### config.mk
export PLATFORM = sky130hd
export DESIGN_NAME = mem_stage_ctrl
export DESIGN_NICKNAME = d
export VERILOG_FILES = /design/src/rtl/mem_stage_ctrl.sv
export SDC_FILE = /design/constraint.sdc
export NUM_CORES = 1
export LEC_CHECK = 0
export ABC_CLOCK_PERIOD_IN_PS = 2000
export CORE_AREA = 5 5 183 114
export CTS_BUF_LIST = sky130_fd_sc_hd__clkbuf_2
export CTS_CLUSTER_SIZE = 12
export DETAILED_ROUTE_END_ITERATION = 10
export DIE_AREA = 0 0 188 119
export PLACE_DENSITY = 0.77
export SETUP_SLACK_MARGIN = 0.02
export SYNTH_ARGS = -nofsm -noshare
export SYNTH_HDL_FRONTEND = slang
export SYNTH_SLANG_ARGS = --single-unit
### constraint.sdc
create_clock -name clock -period 2 [get_ports clock]
set_input_delay 0.6 -clock clock [delete_from_list [all_inputs] [get_ports clock]]
set_output_delay 0.6 -clock clock [all_outputs]
set_load 0.01 [all_outputs]
### src/rtl/mem_stage_ctrl.sv
// MEM-stage controller: consumes the EX/MEM register, runs a req/ack
// handshake to a multi-cycle data memory, stalls the upstream stages while
// an access is outstanding, resolves the branch and feeds the MEM/WB inputs.
// All state advances on the falling edge of the pipeline clock, so the
// values seen by this block are stable around every falling edge.
module mem_stage_ctrl #(
    parameter int unsigned TIMEOUT = 16
) (
    input  logic        clock,
    input  logic        reset_n,
    input  logic        MemtoReg_in,
    input  logic        RegWrite_in,
    input  logic        MemWrite_in,
    input  logic        MemRead_in,
    input  logic        Branch_in,
    input  logic [31:0] branch_address_in,
    input  logic        ALU_zero_in,
    input  logic [31:0] ALU_result_in,
    input  logic [31:0] Write_data_in,
    input  logic [4:0]  Dst_Reg_in,
    output logic        mem_req,
    output logic        mem_we,
    output logic [31:0] mem_addr,
    output logic [31:0] mem_wdata,
    input  logic        mem_ack,
    input  logic [31:0] mem_rdata,
    output logic        stall,
    output logic        PCSrc,
    output logic [31:0] branch_target,
    output logic        mem_err,
    output logic        MemtoReg_out,
    output logic        RegWrite_out,
    output logic [31:0] Read_data_out,
    output logic [31:0] ALU_result_out,
    output logic [4:0]  Dst_Reg_out
);

    localparam int unsigned CW = $clog2(TIMEOUT + 1);
    localparam logic [CW-1:0] CNT_ZERO = CW'(0);
    localparam logic [CW-1:0] CNT_ONE  = CW'(1);
    // Count value held during the last BUSY cycle before an abort.
    localparam logic [CW-1:0] CNT_LAST = CW'(TIMEOUT - 1);

    typedef enum logic [0:0] {
        IDLE = 1'b0,
        BUSY = 1'b1
    } state_t;

    state_t          state_q, state_d;
    logic [CW-1:0]   count_q, count_d;

    // Memory-side interface registers, held stable while BUSY.
    logic            mem_req_q, mem_req_d;
    logic            mem_we_q, mem_we_d;
    logic [31:0]     mem_addr_q, mem_addr_d;
    logic [31:0]     mem_wdata_q, mem_wdata_d;
    logic            mem_err_q, mem_err_d;

    // Copies of the issuing instruction's write-back controls.
    logic            hold_memtoreg_q, hold_memtoreg_d;
    logic            hold_regwrite_q, hold_regwrite_d;
    logic [4:0]      hold_dst_q, hold_dst_d;
    logic [31:0]     hold_alu_q, hold_alu_d;

    // MEM/WB register inputs.
    logic            memtoreg_out_q, memtoreg_out_d;
    logic            regwrite_out_q, regwrite_out_d;
    logic [31:0]     read_data_q, read_data_d;
    logic [31:0]     alu_out_q, alu_out_d;
    logic [4:0]      dst_out_q, dst_out_d;

    logic            access_s;
    logic            misaligned_s;
    logic            last_wait_s;
    logic            stall_s;

    assign access_s     = MemRead_in | MemWrite_in;
    assign misaligned_s = access_s & (ALU_result_in[1:0] != 2'b00);
    assign last_wait_s  = (count_q == CNT_LAST);

    // Next-state, handshake and MEM/WB forwarding decisions.
    always_comb begin
        state_d         = state_q;
        count_d         = count_q;
        mem_req_d       = mem_req_q;
        mem_we_d        = mem_we_q;
        mem_addr_d      = mem_addr_q;
        mem_wdata_d     = mem_wdata_q;
        mem_err_d       = 1'b0;
        hold_memtoreg_d = hold_memtoreg_q;
        hold_regwrite_d = hold_regwrite_q;
        hold_dst_d      = hold_dst_q;
        hold_alu_d      = hold_alu_q;
        // A bubble is the default MEM/WB payload.
        memtoreg_out_d  = 1'b0;
        regwrite_out_d  = 1'b0;
        read_data_d     = 32'h0000_0000;
        alu_out_d       = 32'h0000_0000;
        dst_out_d       = 5'd0;
        stall_s         = 1'b0;

        case (state_q)
            IDLE: begin
                if (misaligned_s) begin
                    mem_err_d = 1'b1;
                end else if (access_s) begin
                    // A write wins when both read and write are flagged.
                    stall_s         = 1'b1;
                    mem_req_d       = 1'b1;
                    mem_we_d        = MemWrite_in;
                    mem_addr_d      = ALU_result_in;
                    mem_wdata_d     = Write_data_in;
                    hold_memtoreg_d = MemtoReg_in;
                    hold_regwrite_d = RegWrite_in;
                    hold_dst_d      = Dst_Reg_in;
                    hold_alu_d      = ALU_result_in;
                    count_d         = CNT_ZERO;
                    state_d         = BUSY;
                end else begin
                    memtoreg_out_d = MemtoReg_in;
                    regwrite_out_d = RegWrite_in;
                    alu_out_d      = ALU_result_in;
                    dst_out_d      = Dst_Reg_in;
                end
            end
            BUSY: begin
                if (mem_ack) begin
                    memtoreg_out_d = hold_memtoreg_q;
                    regwrite_out_d = hold_regwrite_q;
                    alu_out_d      = hold_alu_q;
                    dst_out_d      = hold_dst_q;
                    read_data_d    = mem_we_q ? 32'h0000_0000 : mem_rdata;
                    mem_req_d      = 1'b0;
                    mem_we_d       = 1'b0;
                    mem_addr_d     = 32'h0000_0000;
                    mem_wdata_d    = 32'h0000_0000;
                    count_d        = CNT_ZERO;
                    state_d        = IDLE;
                end else if (last_wait_s) begin
                    // Release the pipeline one cycle early so the abort edge
                    // also advances EX/MEM past the failed access.
                    mem_err_d   = 1'b1;
                    mem_req_d   = 1'b0;
                    mem_we_d    = 1'b0;
                    mem_addr_d  = 32'h0000_0000;
                    mem_wdata_d = 32'h0000_0000;
                    count_d     = CNT_ZERO;
                    state_d     = IDLE;
                end else begin
                    stall_s = 1'b1;
                    count_d = count_q + CNT_ONE;
                end
            end
            default: begin
                mem_req_d   = 1'b0;
                mem_we_d    = 1'b0;
                mem_addr_d  = 32'h0000_0000;
                mem_wdata_d = 32'h0000_0000;
                count_d     = CNT_ZERO;
                state_d     = IDLE;
            end
        endcase
    end

    // State and output registers, updated on the falling clock edge.
    always_ff @(negedge clock or negedge reset_n) begin
        if (!reset_n) begin
            state_q         <= IDLE;
            count_q         <= CNT_ZERO;
            mem_req_q       <= 1'b0;
            mem_we_q        <= 1'b0;
            mem_addr_q      <= 32'h0000_0000;
            mem_wdata_q     <= 32'h0000_0000;
            mem_err_q       <= 1'b0;
            hold_memtoreg_q <= 1'b0;
            hold_regwrite_q <= 1'b0;
            hold_dst_q      <= 5'd0;
            hold_alu_q      <= 32'h0000_0000;
            memtoreg_out_q  <= 1'b0;
            regwrite_out_q  <= 1'b0;
            read_data_q     <= 32'h0000_0000;
            alu_out_q       <= 32'h0000_0000;
            dst_out_q       <= 5'd0;
        end else begin
            state_q         <= state_d;
            count_q         <= count_d;
            mem_req_q       <= mem_req_d;
            mem_we_q        <= mem_we_d;
            mem_addr_q      <= mem_addr_d;
            mem_wdata_q     <= mem_wdata_d;
            mem_err_q       <= mem_err_d;
            hold_memtoreg_q <= hold_memtoreg_d;
            hold_regwrite_q <= hold_regwrite_d;
            hold_dst_q      <= hold_dst_d;
            hold_alu_q      <= hold_alu_d;
            memtoreg_out_q  <= memtoreg_out_d;
            regwrite_out_q  <= regwrite_out_d;
            read_data_q     <= read_data_d;
            alu_out_q       <= alu_out_d;
            dst_out_q       <= dst_out_d;
        end
    end

    assign mem_req        = mem_req_q;
    assign mem_we         = mem_we_q;
    assign mem_addr       = mem_addr_q;
    assign mem_wdata      = mem_wdata_q;
    assign mem_err        = mem_err_q;
    // Stall is released as soon as reset is applied, regardless of inputs.
    assign stall          = stall_s & reset_n;
    assign PCSrc          = Branch_in & ALU_zero_in;
    assign branch_target  = branch_address_in;
    assign MemtoReg_out   = memtoreg_out_q;
    assign RegWrite_out   = regwrite_out_q;
    assign Read_data_out  = read_data_q;
    assign ALU_result_out = alu_out_q;
    assign Dst_Reg_out    = dst_out_q;

endmodule

Word level (Yosys, flattened, before mapping)

Index checks and enable logic that the tools add are counted.

Register bits: 183
Input port bits: 142
Output and inout bits: 172
Word-level logic and storage cells: 80

$add $sub $neg: 1
Equality and inequality tests: 4
Muxes and demuxes: 49
Bitwise logic cells: 6
Reductions and logical operators: 4

Operators by type and width:

| kind                                                            | number |
|---|---|
| 32-bit 2-to-1 mux                                               | 12 |
| 32-bit one-hot mux with 2 select lines                          | 3 |
| 5-bit 2-to-1 mux                                                | 7 |
| 5-bit one-hot mux with 2 select lines                           | 2 |
| 1-bit 2-to-1 mux                                                | 19 |
| 1-bit one-hot mux with 2 select lines                           | 6 |
| 3-bit AND reduction                                             | 2 |
| 5-bit by 1-bit adder with 5-bit output, second input constant   | 1 |
| 5-bit by 4-bit == test with 1-bit output, second input constant | 1 |
| 2-bit != test, second input constant                            | 2 |
| 1-bit bitwise AND                                               | 3 |
| 3-bit by 2-bit != test with 1-bit output, second input constant | 1 |
| 1-bit inverter                                                  | 2 |
| 2-bit AND reduction                                             | 1 |
| 2-bit nonzero test                                              | 1 |
| 1-bit bitwise OR                                                | 1 |

Longest topological paths before layout

Gate-level depths: netlist (run 1).

Word-level depth: 5
Depth in mapped cells: 7
Gate-level depth less buffers: 5

==> out/summary.txt, run 1 <==
Hold Path Class = reg -> reg
Clock Tree Buf Depth = 2
#FFs+latches synth = 183
Syn Area/Cell = 12.6 µm²
Post-synth ARST share = 100%
Final ANT Viol Nets = 0
Power Total = 9800 µW
Cell Area, Synth = 7470 µm²
grt total ovfl = 0
GPL Wtd Cong = 0.776
clock sink count = 183
antenna violations before repair = 1
H-tree levels = 4
PD cells = 809 nW/µm²
clock buffer count from CTS = 17
row count = 39
final setup fails = 265
unrepaired setup endpoints after global routing = yes
commonest cells after routing, fill and taps aside = dfrtn_1, buf_4, clkdlybuf4s50_1
failing checks = setup timing
critical path's top delay family = flip-flops
Buf/Inv on CP = 1
Pleak = 0.00623 µW
commonest non-fill, non-tap cell in the layout = dfrtn_1
chip width = 188 µm
sequential element share of the synthesized area = 61.3%
status = finished with violations
drt first pass iters = 4
relative slew slack = 65.1%
Final Max Tran Viols = 0
Core Region = 18,800 µm²
area leader, netlist = dfrtn_1
Crit Path Max Fanout = 2
CTS clock-pin slew for the worst setup and hold paths = 0.18 ns
io pins = 314
critical path class = reg -> out
type of origin of the critical path = register
Die ar. = 22,400 µm²
actual slew at the worst max-slew pin = 0.523 ns
number of vias per cell = 4.99
Worst-Skew Late Latency = 0.62 ns
fraction of layout cells with a size suffix above 1 = 44.3%
hpwl dp = 14.8 mm
synth top area cells = dfrtn_1, mux2i_1, mux2_1, a22o_1, o21ai_1
global-route wire length before repair = 36.9 mm
DRC Markers = 0
number of flops mapped to enable cells by yosys = 0
Mapped Nets = 735
Starting Density = 39.7%
Netlist cell types = 32
setup tns final = -132.37 ns
max-cap violations = 0
Yosys top cell area share = 61.3%
gr usage total = 21.3%
via count = 6,085
WP data arrival = 2.74 ns
TritonCTS clock tree = built
WL/cell = 20.8 µm
slowest cell on the critical path = dfrtn_1
vias in the first global route = 6,250
fill count = 1,384
largest net degree at the start of global routing = 64
Critical Path Sink Type = primary output
worst clock skew = 0.0310 ns
area added between synthesis and finish = 62.2%
Worst EP required = 1.40 ns
Most used DFF post-synth = dfrtn_1
Cell Chain, Critical Path = ha_4 > nand3_4 > o21ai_4 > a21boi_4 > buf_6
Die Y = 119 µm
CTS Hold Buffers Added = 0
Worst IR Drop VDD = 0.432 mV
worst stage delay on the critical path = 0.51 ns
clk root buf = clkbuf_2
final worst-path setup slack = -1.34 ns
PortBufs = 249
Mapped Cells = 592
WL final = 25.4 mm
1st-iter DRT viols = 368
warnings from Yosys = 0
final hold violation count = 0
Layout Nets = 1,102
layout make-up:
cell class	count	area [µm²]	area share [%]
sequential	183	4580	37.8
antenna	2	5.00	0.0413
clock buffer	17	85.1	0.702
timing repair buffer	413	4150	34.3
multi-input combinational	344	2850	23.5
tap	246	308	2.54
clock inverter	15	141	1.17
state kept, by name, indices dropped and copies added, names as in the netlist:
signal,cells
RegWrite_out,1
hold_alu_q,32
hold_memtoreg_q,1
hold_dst_q,5
ALU_result_out,32
mem_err,1
Dst_Reg_out,5
MemtoReg_out,1
mem_req,1
Read_data_out,32
mem_wdata,32
mem_addr,32
mem_we,1
state_q,1
count_q,5
hold_regwrite_q,1
report_power, final:
group	switching [µW]	internal (µW)	total (µW)
Combinational	1340	1930	3270
Sequential	338	4330	4670
Clock	1380	488	1870
cell families (layout without fill, tap and decap cells):
family	count (synthesis)	in the layout	share of synthesized area [%]
XOR/XNOR	1	1	0.117
multiplexers	99	99	13.9
adder cells (fa/ha/maj)	1	1	0.168
buffers and inverters	70	445	6.45
AND/OR/NAND/NOR	121	124	7.92
flip-flops	183	183	61.3
other	0	2	0
AO/OA/AOI/OAI	117	119	10.1
final timing paths:
kind | to | depth (start not counted) | from | slack (ns)
setup / recovery | stall | 5 | count_q[1] | -1.34
hold / removal | ALU_result_out[6] | 1 | hold_alu_q[6] | 0.42
setup reg to reg | mem_addr[15] | 10 | count_q[1] | 0.06
hold reg to reg | ALU_result_out[6] | 1 | hold_alu_q[6] | 0.42
max in group asynchronous | ALU_result_out[8] | 3 | reset_n | 0.61
min in group asynchronous | mem_addr[22] | 2 | reset_n | 0.79
what timing repair did:
item | in CTS | in global routing
setup buffers | 41 | 32
endpoints found under the setup margin | 323 | 261
gates cloned | 17 | 10
gates resized for setup | 676 | 103
pin swaps | 9 | 23
hold endpoints to repair | 0 | 0
cells in the mapped netlist, types with 2 or more instances:
master,count
a21o_1,2
a21oi_1,2
a22o_1,40
and2_1,36
and2b_1,2
buf_2,13
buf_4,34
buf_6,10
clkbuf_1,13
dfrtn_1,183
mux2_1,36
mux2i_1,62
nand2_1,70
nand3_1,2
nor2_1,2
nor2_2,2
nor3_1,2
o21a_1,2
o21ai_0,8
o21ai_1,59
routing by layer:
metal / track usage, % / vias to the layer above / part of all wire [%]
met5: 0 / - / 0
met2: 32.7 / 256 / 46
met1: 29.3 / 3045 / 45
met4: 4.67 / 0 / 0.73
li1: - / 2768 / -
met3: 7.43 / 16 / 7.8
stage by stage:
stage / hold WS [ns] / worst slack [ns] / std cells / utilization (%) / cell area, µm²
detailed placement: 0.438 / -1.34 / 1096 / 57.0 / 10700
global placement: 0.429 / -1.31 / 1096 / 57.0 / 10700
global route: 0.443 / -1.47 / 1220 / 64.3 / 12100
CTS: 0.440 / -1.38 / 1186 / 60.6 / 11400
floorplan: 0.419 / -0.620 / 592 / - / 7770
finish: 0.419 / -1.34 / 1220 / 64.3 / 12100
Note: power is estimated with default switching activity, not from simulation.
==> run 2, diff against run 1 <==
--- a/config.mk
+++ b/config.mk
@@ -8,7 +8,6 @@
 export ABC_CLOCK_PERIOD_IN_PS = 2000
 export CORE_AREA = 5 5 183 114
 export CTS_BUF_LIST = sky130_fd_sc_hd__clkbuf_2
-export CTS_CLUSTER_SIZE = 12
 export DETAILED_ROUTE_END_ITERATION = 10
 export DIE_AREA = 0 0 188 119
 export PLACE_DENSITY = 0.77
==> results of run 2 <==
No change in the layout: final DEF, timing and power equal those of run 1.
==> run 3, diff against run 2 <==
==> config.mk (replaced) <==
export PLATFORM = sky130hd
export DESIGN_NAME = mem_stage_ctrl
export DESIGN_NICKNAME = d
export VERILOG_FILES = /design/src/rtl/mem_stage_ctrl.sv
export SDC_FILE = /design/constraint.sdc
export NUM_CORES = 1
export LEC_CHECK = 0
export ABC_AREA = 1
export ABC_CLOCK_PERIOD_IN_PS = 2000
export CORE_AREA = 5 5 181 113
export CTS_BUF_LIST = sky130_fd_sc_hd__clkbuf_2
export DETAILED_ROUTE_END_ITERATION = 10
export DIE_AREA = 0 0 186 118
export PLACE_DENSITY = 0.78
export SETUP_SLACK_MARGIN = 0.4
export SYNTH_ARGS = -nofsm -noshare
export SYNTH_HDL_FRONTEND = slang
export SYNTH_SLANG_ARGS = --single-unit
==> run 3 against run 2 <==
Against the previous run:
- the run still ends with setup timing left
- cell area rose by 4.7%
- die area is 1.9% lower
- sequential share of layout area decreased by 1.7 points
- area after synthesis down 1.9%
- critical path depth is the same
- critical endpoint unchanged
- clock skew up 0.0059 ns
- cell count rose by 12%
- register-to-register slack worse by 0.15 ns
- synthesized cell count up 28%
- wire length increased by 5.5%
- via count up 11%
==> out/summary.txt, run 3 <==
top-count cell post-synth = nand2_1 (was dfrtn_1)
fraction of the mapped netlist area in adder cells = 0.171% (was 0.168%)
Starting Density = 39.3% (was 39.7%)
Critical Path Sink Type = primary output (unchanged)
Core Region = 18,600 µm² (was 18,800 µm²)
compound-gate portion of the synthesized area = 5.87% (was 10.1%)
gr usage total = 22.2% (was 21.3%)
Worst IR Drop VDD = 0.440 mV (was 0.432 mV)
slowest cell on the critical path = dfrtn_1 (unchanged)
XOR/XNOR Fraction of Synth Area = 0% (was 0.117%)
Cell Chain, Critical Path = ha_2 > nand4_1 > nand3_2 > a21boi_2 > buf_6 (was ha_4 > nand3_4 > o21ai_4 > a21boi_4 > buf_6)
actual slew at the worst max-slew pin = 0.497 ns (was 0.523 ns)
fraction of layout cells with a size suffix above 1 = 51.9% (was 44.3%)
commonest cells after routing, fill and taps aside = dfrtn_1, buf_4, nand2_1 (was dfrtn_1, buf_4, clkdlybuf4s50_1)
Worst EP required = 1.40 ns (about the same)
number of flops mapped to enable cells by yosys = 0 (unchanged)
final non-filler cell area = 12,700 µm² (was 12,100 µm²)
hpwl dp = 15.1 mm (was 14.8 mm)
Syn Area/Cell = 9.64 µm² (was 12.6 µm²)
critical path class = reg -> out (unchanged)
Cell Int Power = 6880 µW (was 6750 µW)
critical path's top delay family = flip-flops (unchanged)
switching part of the total = 33.5% (was 31.2%)
WHS Endpoint = hold_alu_q[1] (was ALU_result_out[6])
#FFs+latches synth = 183 (unchanged)
antenna cells = 0 (was 2)
warnings from Yosys = 0 (unchanged)
WL final = 26.7 mm (was 25.4 mm)
io pins = 314 (unchanged)
Logic pwr share = 34.5% (was 33.4%)
final worst-path setup slack = -1.36 ns (was -1.34 ns)
Net Switching = 3470 µW (was 3060 µW)
final hold violation count = 0 (unchanged)
Worst R2R Path Depth = 10 (unchanged)
Hold Path Origin = hold_alu_q[1] (was hold_alu_q[6])
reg2reg setup slack = -0.09 ns (was 0.06 ns)
largest net degree at the start of global routing = 58 (was 64)
TritonCTS clock tree = built (unchanged)
Seq pwr share = 45.2% (was 47.6%)
synth cell count leaders = nand2_1, dfrtn_1, inv_1 (was dfrtn_1, nand2_1, mux2i_1)
Final Util = 68.1% (was 64.3%)
H-tree levels = 4 (unchanged)
Yosys top cell area share = 62.5% (was 61.3%)
Mapped Cells = 760 (was 592)
Clock Tree Buf Depth = 2 (unchanged)
sequential element share of the synthesized area = 62.5% (was 61.3%)
Post-synth ARST share = 100% (unchanged)
final setup fails = 240 (was 265)
Mapped Nets = 903 (was 735)
synth top area cells = dfrtn_1, nand2_1, a32o_1, inv_1, buf_4 (was dfrtn_1, mux2i_1, mux2_1, a22o_1, o21ai_1)
vias in the first global route = 6,760 (was 6,250)
antenna violations before repair = 1 (unchanged)
mux cell area share after synthesis = 0% (was 13.9%)
WL/cell = 19.6 µm (was 20.8 µm)
Cell Area, Placed = 10,300 µm² (was 10,700 µm²)
PortBufs = 249 (unchanged)
worst stage delay on the critical path = 0.48 ns (was 0.51 ns)
CTS clock-pin slew for the worst setup and hold paths = 0.19 ns (was 0.18 ns)
worst hold stages = 2 (was 1)
Pleak = 0.00700 µW (was 0.00623 µW)
Netlist cell types = 25 (was 32)
chip width = 186 µm (was 188 µm)
area leader, netlist = dfrtn_1 (unchanged)
GPL Wtd Cong = 0.831 (was 0.776)
Die ar. = 21,900 µm² (was 22,400 µm²)
WP data arrival = 2.76 ns (was 2.74 ns)
Layout Nets = 1,247 (was 1,102)
clock sink count = 183 (unchanged)
status = finished with violations (unchanged)
clock buffer count from CTS = 17 (unchanged)
relative slew slack = 66.9% (was 65.1%)
Die Y = 118 µm (was 119 µm)
worst clock skew = 0.0369 ns (was 0.0310 ns)
max-cap violations = 0 (unchanged)
Crit Path Max Fanout = 2 (unchanged)
RR Startpoint = state_q (was count_q[1])
Final Max Tran Viols = 0 (unchanged)
drt first pass iters = 5 (was 4)
unrepaired setup endpoints after global routing = yes (unchanged)
type of origin of the critical path = register (unchanged)
Cell Area, Synth = 7330 µm² (was 7470 µm²)
area added between synthesis and finish = 73.1% (was 62.2%)
DRC Markers = 0 (unchanged)
PD cells = 815 nW/µm² (was 809 nW/µm²)
clk root buf = clkbuf_2 (unchanged)
number of vias per cell = 4.96 (was 4.99)
global-route wire length before repair = 38.1 mm (was 36.9 mm)
reg2reg end = mem_addr[29] (was mem_addr[15])
Buf/Inv on CP = 1 (unchanged)
row count = 39 (unchanged)
grt total ovfl = 0 (unchanged)
largest family of logic cells by synthesized area = simple AND/OR/NAND/NOR gates (was multiplexers)
Hold Path Class = reg -> reg (unchanged)
Worst-Skew Late Latency = 0.67 ns (was 0.62 ns)
CTS Hold Buffers Added = 0 (unchanged)
Clk network pwr share = 20.3% (was 19.0%)
1st-iter DRT viols = 465 (was 368)
Final ANT Viol Nets = 0 (unchanged)
Synth Area in Simple Gates = 21.0% (was 7.92%)
Most used DFF post-synth = dfrtn_1 (unchanged)
via count = 6,759 (was 6,085)
failing checks = setup timing (unchanged)
commonest non-fill, non-tap cell in the layout = dfrtn_1 (unchanged)
==> run 3: metal layers <==
metal	track usage (%)	vias up	part of all wire, %
met5	0	-	0.049
met4	4.64	2	1.2
met2	33.3	340	46
li1	-	3070	-
met3	7.94	33	11
met1	31.3	3314	42
==> run 3: power groups by stage <==
stage | clock network, µW | registers, µW | logic [µW]
floorplan | 0 | 4780 | 876
global placement | 0 | 4650 | 2320
detailed placement | 0 | 4670 | 2370
CTS | 2120 | 4640 | 2880
global route | 2300 | 4730 | 3810
finish | 2100 | 4670 | 3570
==> run 3: area by class of cell <==
cell class / count / area [µm²]
Clock inverter: 13 / 170
Sequential cell: 183 / 4580
Inverter: 82 / 310
Timing Repair Buffer: 399 / 4140
Multi-Input combinational cell: 421 / 3090
Tap cell: 246 / 308
Clock buffer: 18 / 90.1
Fill cell: 1336 / 5950
==> run 3: what timing repair did <==
| item | CTS | global route |
|---|---|---|
| setup endpoints to repair | 323 | 323 |
| gates cloned | 16 | 6 |
| buffers inserted | 30 | 46 |
| gates resized for setup | 796 | 273 |
| pin swaps | 30 | 35 |
==> run 3: worst max-delay path by stage <==
stage          depth (start not counted)              from            end
2_1_floorplan                          4        count_q[1]          stall
3_3_place_gp                           8       MemWrite_in    mem_addr[3]
3_5_place_dp                           8  ALU_result_in[0]  mem_wdata[24]
4_1_cts                                5        count_q[0]          stall
5_1_grt                                5        count_q[1]          stall
6_report                               5        count_q[1]          stall
==> run 3: cell families (layout without fill, tap and decap cells) <==
| kind of cell | Yosys count | count (layout) |
|---|---|---|
| DFF | 183 | 183 |
| adders and majority gates | 1 | 1 |
| and+or+nand+nor | 366 | 367 |
| AOI/OAI and AO/OA | 53 | 53 |
| buffers and inverters | 157 | 512 |
==> run 3: through the flow <==
stage	total power [µW]	setup slack (ns)	hold WS, ns	setup TNS (ns)	instances
6_report	10300	-1.36	0.428	-139.33	1362
5_1_grt	10800	-1.51	0.448	-149.93	1362
4_1_cts	9640	-1.42	0.426	-137.85	1310
3_5_place_dp	7040	-1.14	0.418	-252.41	1233
3_3_place_gp	6980	-1.09	0.410	-247.98	1233
2_1_floorplan	5660	-0.557	0.397	-70.25	760
==> run 3: tightest hold or removal path, delay by kind of cell, from the launching register on <==
kind	cells	cell delay (ns)
buffers and inverters	1	0.04
DFF	1	0.47
and+or+nand+nor	1	0.05
==> RTL edit 1, RTL diff (settings of run 3) <==
The parameter `TIMEOUT` goes from 16 to 32.
--- a/src/rtl/mem_stage_ctrl.sv
+++ b/src/rtl/mem_stage_ctrl.sv
@@ -4,7 +4,7 @@
 // All state advances on the falling edge of the pipeline clock, so the
 // values seen by this block are stable around every falling edge.
 module mem_stage_ctrl #(
-    parameter int unsigned TIMEOUT = 16
+    parameter int unsigned TIMEOUT = 32
 ) (
     input  logic        clock,
     input  logic        reset_n,
Function: same outputs for any inputs over 4 cycles, from zero or initial values and one cycle with reset_n low; that may be too few to reach the edited logic, so the function may still have changed.
==> RTL edit 1 against run 3 <==
  * The run still ends with setup timing left
  * Global-route usage fell by 2.4 points
  * Sequential cell count rose by 1
  * Register-to-register slack gained 60 ps
  * Largest cell class unchanged
  * Cell area down 11%
  * Worst setup slack worse by 210 ps
  * First-iteration DRC count down 9.0%
  * Synthesized area is 0.60% lower
  * Routed wire length down 12%
Power is not compared: it rests on default switching activity, and its combinational part moved more than twofold at a synthesized area within 25%.
==> RTL edit 1: results (changes against run 3) <==
metric,value,unit,change
status,"finished, violations left",,
violations,setup timing,,
antenna-diode-count,0,,unchanged
clock-root-buffer,clkbuf_2,,
critical-path-max-stage-delay,500,ps,+20 ps
overflow,0,,unchanged
worstPathMaxFanout,3,,+1
yosysWarningCount,0,,unchanged
clk_latency,620,ps,-50 ps
p_leak,5.82,nW,
setup_violations,271,,+13%
grt_pass1_vias,6136,,-9.2%
place_area,10200,um^2,-0.94%
grt_use_total,19.8,%,-2.4 points
wl_per_cell,18.1,um,-7.8%
ys_async_sr_fraction,100,%,unchanged
htreeDepth,4,,unchanged
fin_ws,-1570,ps,-207 ps
grt_pass1_wl,34000,um,-11%
syn-num-nets,877,,-2.9%
dr_total_vias,6242,,-7.6%
slowest_stage,dfrtn_1,,
gp_congestion,0.806,,-3.0%
fin_nets,1189,,-4.7%
grt_max_degree,73,,+26%
dp_hpwl,14600,um,-2.9%
fillers,1541,,+15%
post-route-util,60.8,%,-7.3 points
synth_cell_types,27,,+8.0%
final_layout_size_suffix_gt1_share,32.7,%,-19 points
first_pass_iters,5,,unchanged
vdd_ir_drop_max,0.725,mV,
numCtsBuffers,17,,unchanged
clk_pin_slew_worst_paths,180,ps,
seq_area_frac_synth,63.2,%,+0.72 points
port_buffers,249,,unchanged
hold_path.class,register to register,,
synthTopCellsByCount,"dfrtn_1, nand2_1, o21ai_0, inv_1, nand3_1",,
antenna_found_initial,0,,-1
drt_iter0_markers,423,,-9.0%
ys_top_cells_by_area,"dfrtn_1, nand2_1, o21ai_0",,
clock_tree.buffer_depth,2,,unchanged
tightest_slew,562,ps,+65.8 ps
switching_share,36.5,%,
fin_skew,33.3,ps,-3.62 ps
## RTL edit 1: layout make-up
| class | count | area share (%) |
|---|---|---|
| multi-input combinational | 391 | 18.3 |
| inverter | 83 | 2.95 |
| sequential | 184 | 40.7 |
| tap | 246 | 2.72 |
| timing repair buffer | 369 | 33.1 |
| clock inverter | 13 | 1.50 |
| clock buffer | 17 | 0.751 |
## RTL edit 1: path summary, 6_finish.rpt
check	from	endpoint	slack [ps]	cells after the start
min reg2reg	hold_alu_q[0]	hold_alu_q[0]	420	2
max	count_q[0]	stall	-1570	8
max reg2reg	count_q[0]	mem_wdata[5]	-30	13
min in group asynchronous	reset_n	hold_alu_q[22]	900	3
min	hold_alu_q[0]	hold_alu_q[0]	420	2
max in group asynchronous	reset_n	hold_alu_q[4]	680	3
## RTL edit 1: power groups by stage
stage / Clock (W) / Combinational [W] / Sequential [W]
4_1_cts: 0.00209 / 0.00638 / 0.00565
6_report: 0.00203 / 0.00768 / 0.00572
3_3_place_gp: 0 / 0.00541 / 0.00564
5_1_grt: 0.00225 / 0.00828 / 0.00587
2_1_floorplan: 0 / 0.00239 / 0.00598
3_5_place_dp: 0 / 0.00555 / 0.00568
## RTL edit 1: worst max-delay path, delay by kind of cell (launching register included)
kind                       cells  cell delay (ps)
DFF                            1              500
and+or+nand+nor                4              320
buffers and inverters          2              210
adders and majority gates      1              200
AOI/OAI and AO/OA              1              160
## RTL edit 1: routing by layer
| layer | global-route usage [%] | vias to the layer above | routed length [um] | share of wire, % |
|---|---|---|---|---|
| met5 | 0 | - | 0 | 0 |
| met2 | 29.5 | 269 | 10600 | 45 |
| met4 | 4.96 | 0 | 299 | 1.3 |
| met3 | 7.54 | 20 | 2370 | 10 |
| li1 | - | 2958 | - | - |
| met1 | 27.4 | 2995 | 10400 | 44 |
## RTL edit 1: cells by family after synthesis
group | count (synthesis) | synth area share (%)
buffers and inverters | 160 | 10.7
flip-flops | 184 | 63.2
AND/OR/NAND/NOR | 240 | 14.0
adder cells (fa/ha/maj) | 1 | 0.172
AO/OA/AOI/OAI | 149 | 11.9
## RTL edit 1: what timing repair did
item | CTS | global route
setup endpoints to repair | 324 | 324
hold endpoints to repair | 0 | 0
buffers inserted | 27 | 26
gates resized for setup | 661 | 122
pin swaps | 7 | 8
cloned | 11 | 11
## RTL edit 1: per-stage QoR
stage | setup TNS [ps] | instances | worst slack (ps)
6_report | -153730 | 1303 | -1570
5_1_grt | -166030 | 1303 | -1720
4_1_cts | -143380 | 1266 | -1640
3_5_place_dp | -285420 | 1198 | -1430
3_3_place_gp | -280120 | 1198 | -1390
2_1_floorplan | -83700 | 734 | -941
==> RTL edit 2, RTL diff (settings of run 3) <==
Made on the original files. The output `mem_err` loses its register stage (`mem_err_q` becomes a continuous assignment).
--- a/src/rtl/mem_stage_ctrl.sv
+++ b/src/rtl/mem_stage_ctrl.sv
@@ -171,7 +171,6 @@
             mem_we_q        <= 1'b0;
             mem_addr_q      <= 32'h0000_0000;
             mem_wdata_q     <= 32'h0000_0000;
-            mem_err_q       <= 1'b0;
             hold_memtoreg_q <= 1'b0;
             hold_regwrite_q <= 1'b0;
             hold_dst_q      <= 5'd0;
@@ -188,7 +187,6 @@
             mem_we_q        <= mem_we_d;
             mem_addr_q      <= mem_addr_d;
             mem_wdata_q     <= mem_wdata_d;
-            mem_err_q       <= mem_err_d;
             hold_memtoreg_q <= hold_memtoreg_d;
             hold_regwrite_q <= hold_regwrite_d;
             hold_dst_q      <= hold_dst_d;
@@ -200,6 +198,8 @@
             dst_out_q       <= dst_out_d;
         end
     end
+
+    assign mem_err_q = mem_err_d;
 
     assign mem_req        = mem_req_q;
     assign mem_we         = mem_we_q;
Formal check against the unedited RTL: not equivalent (a bounded check fails within 4 cycles, from zero or initial values and one cycle with reset_n low).
==> RTL edit 2 against run 3 <==
  * Largest cell class unchanged
  * Routed wire length is 3.8% lower
  * Cell area is 5.0% lower
  * Synthesized area is 0.34% lower
  * Clock skew is 9.3 ps lower
  * Clock power is 2% lower
  * Largest power group unchanged
  * The run still ends with setup timing left
  * Cell count is 0.44% lower
  * First-iteration DRC count is 32% lower
  * Sequential cell count is 1 lower
  * Power is 3.5% lower
  * Worst setup slack worse by 14 ps
  * Count of clock-buffer cells in the layout is 1 lower
==> RTL edit 2: results (changes against run 3) <==
metric,value,unit,change
clk_pin_slew_worst_paths,190,ps,about the same
gp_congestion,0.839,,+0.94%
drt-total-wl,25700,um,-3.8%
fin_skew,27.6,ps,-9.26 ps
grt_max_degree,60,,+3.4%
worstPathMaxFanout,2,,unchanged
drt-met1-wl,10400,um,-6.6%
synthTopCellsByCount,"nand2_1, dfrtn_1, inv_1, nor2_1",,
seq_area_frac_synth,62.4,%,-0.13 points
ys_async_sr_fraction,100,%,unchanged
setup_violations,242,,+0.83%
dp_slack,-1170,ps,-36.4 ps
tightest_slew,680,ps,+183 ps
grt_pass1_vias,6630,,-1.9%
worstReg2RegEnd,mem_req,,
grt_use_total,21.9,%,-0.31 points
fin_ws,-1380,ps,-13.8 ps
status,"finished, violations left",,
clk_latency,650,ps,-20 ps
avgViaCountPerCell,4.89,,-1.5%
first_pass_iters,4,,-1
antenna_found_initial,2,,+1
met3_length,2740,um,-4.8%
r2r_slack,120,ps,+210 ps
synthToLayoutAreaGrowth,65.0,%,
crit_arrival,2780,ps,+20 ps
wl_met2,12200,um,-1.8%
port_buffers,249,,unchanged
syn-num-nets,902,,-0.11%
top_layer,met5,,
violations,setup timing,,
grt_pass1_wl,37400,um,-1.6%
holdPathEnd,hold_alu_q[25],,
p_leak,6.51,nW,-7.0%
dp_hpwl,15100,um,+0.12%
fillers,1439,,+7.7%
hold_start,hold_alu_q[25],,
fin_nets,1239,,-0.64%
ys_top_cells_by_area,"dfrtn_1, nand2_1, a32o_1",,
vdd_ir_drop_max,0.427,mV,-2.9%
final_layout_size_suffix_gt1_share,45.2,%,-6.7 points
ff2ff_path_depth,8,,-2
p_sw,0.00345,W,-0.54%
drt_iter0_markers,317,,-32%
place_area,10300,um^2,about the same
## RTL edit 2: per-layer routing
metal  vias up  track usage, %
li1       3046               -
met1      3228            29.5
met2       313            33.7
met3        38            8.31
met4         2            5.00
met5         -               0
## RTL edit 2: metrics by stage
stage	hold WS (ps)	instances	TNS, ps	total power (W)
5_1_grt	448	1356	-146190	0.0105
3_5_place_dp	413	1238	-256130	0.00701
3_3_place_gp	409	1238	-252200	0.00694
4_1_cts	434	1318	-133990	0.00947
2_1_floorplan	397	759	-71100	0.00564
6_report	435	1356	-133540	0.00999
## RTL edit 2: timing repair
| item | CTS | global route |
|---|---|---|
| endpoints found under the setup margin | 322 | 322 |
| resized for setup | 773 | 141 |
| cloned | 19 | 0 |
| buffers inserted | 29 | 37 |
| endpoints found under the hold margin | 0 | 0 |
| pin swaps | 51 | 17 |
## RTL edit 2: worst max-delay path by stage
stage | from | to | cells past startpoint
after floorplan | count_q[1] | stall | 4
after global placement | ALU_result_in[0] | mem_addr[11] | 8
after detailed placement | ALU_result_in[0] | mem_addr[21] | 8
after CTS | count_q[1] | stall | 5
after global routing | count_q[1] | stall | 5
final | count_q[1] | stall | 5
## RTL edit 2: area by class of cell
| cell class | instances | area share (%) |
|---|---|---|
| inverters | 82 | 2.55 |
| repair buffers | 392 | 32.9 |
| diodes | 1 | 0.0208 |
| clock inverters | 15 | 1.58 |
| clock buffers | 17 | 0.706 |
| flip-flops and latches | 182 | 37.8 |
| multi-input cells | 421 | 21.9 |
| well taps | 246 | 2.55 |
## RTL edit 2: kinds of logic (layout without fill, tap and decap cells)
kind of cell	count (synthesis)	count (layout)	synth area share [%]
DFF	182	182	62.4
AOI/OAI and AO/OA	53	53	5.89
buffers and inverters	157	506	10.5
adders and majority gates	1	1	0.171
other	0	1	0
and+or+nand+nor	366	367	21.1
## RTL edit 2: power by group through the flow
stage	clock (W)	combinational, W	sequential [W]
global route	0.00228	0.00346	0.00475
finish	0.00206	0.00324	0.00469
detailed placement	0	0.00236	0.00465
global placement	0	0.00231	0.00464
CTS	0.00211	0.00273	0.00464
floorplan	0	0.000881	0.00476
## RTL edit 2: critical path, cell delays in order (launching register included)
cell      delay [ps]
dfrtn_1          480
ha_2             180
nand4_1          160
nand3_2          140
a21boi_2          60
buf_2            140
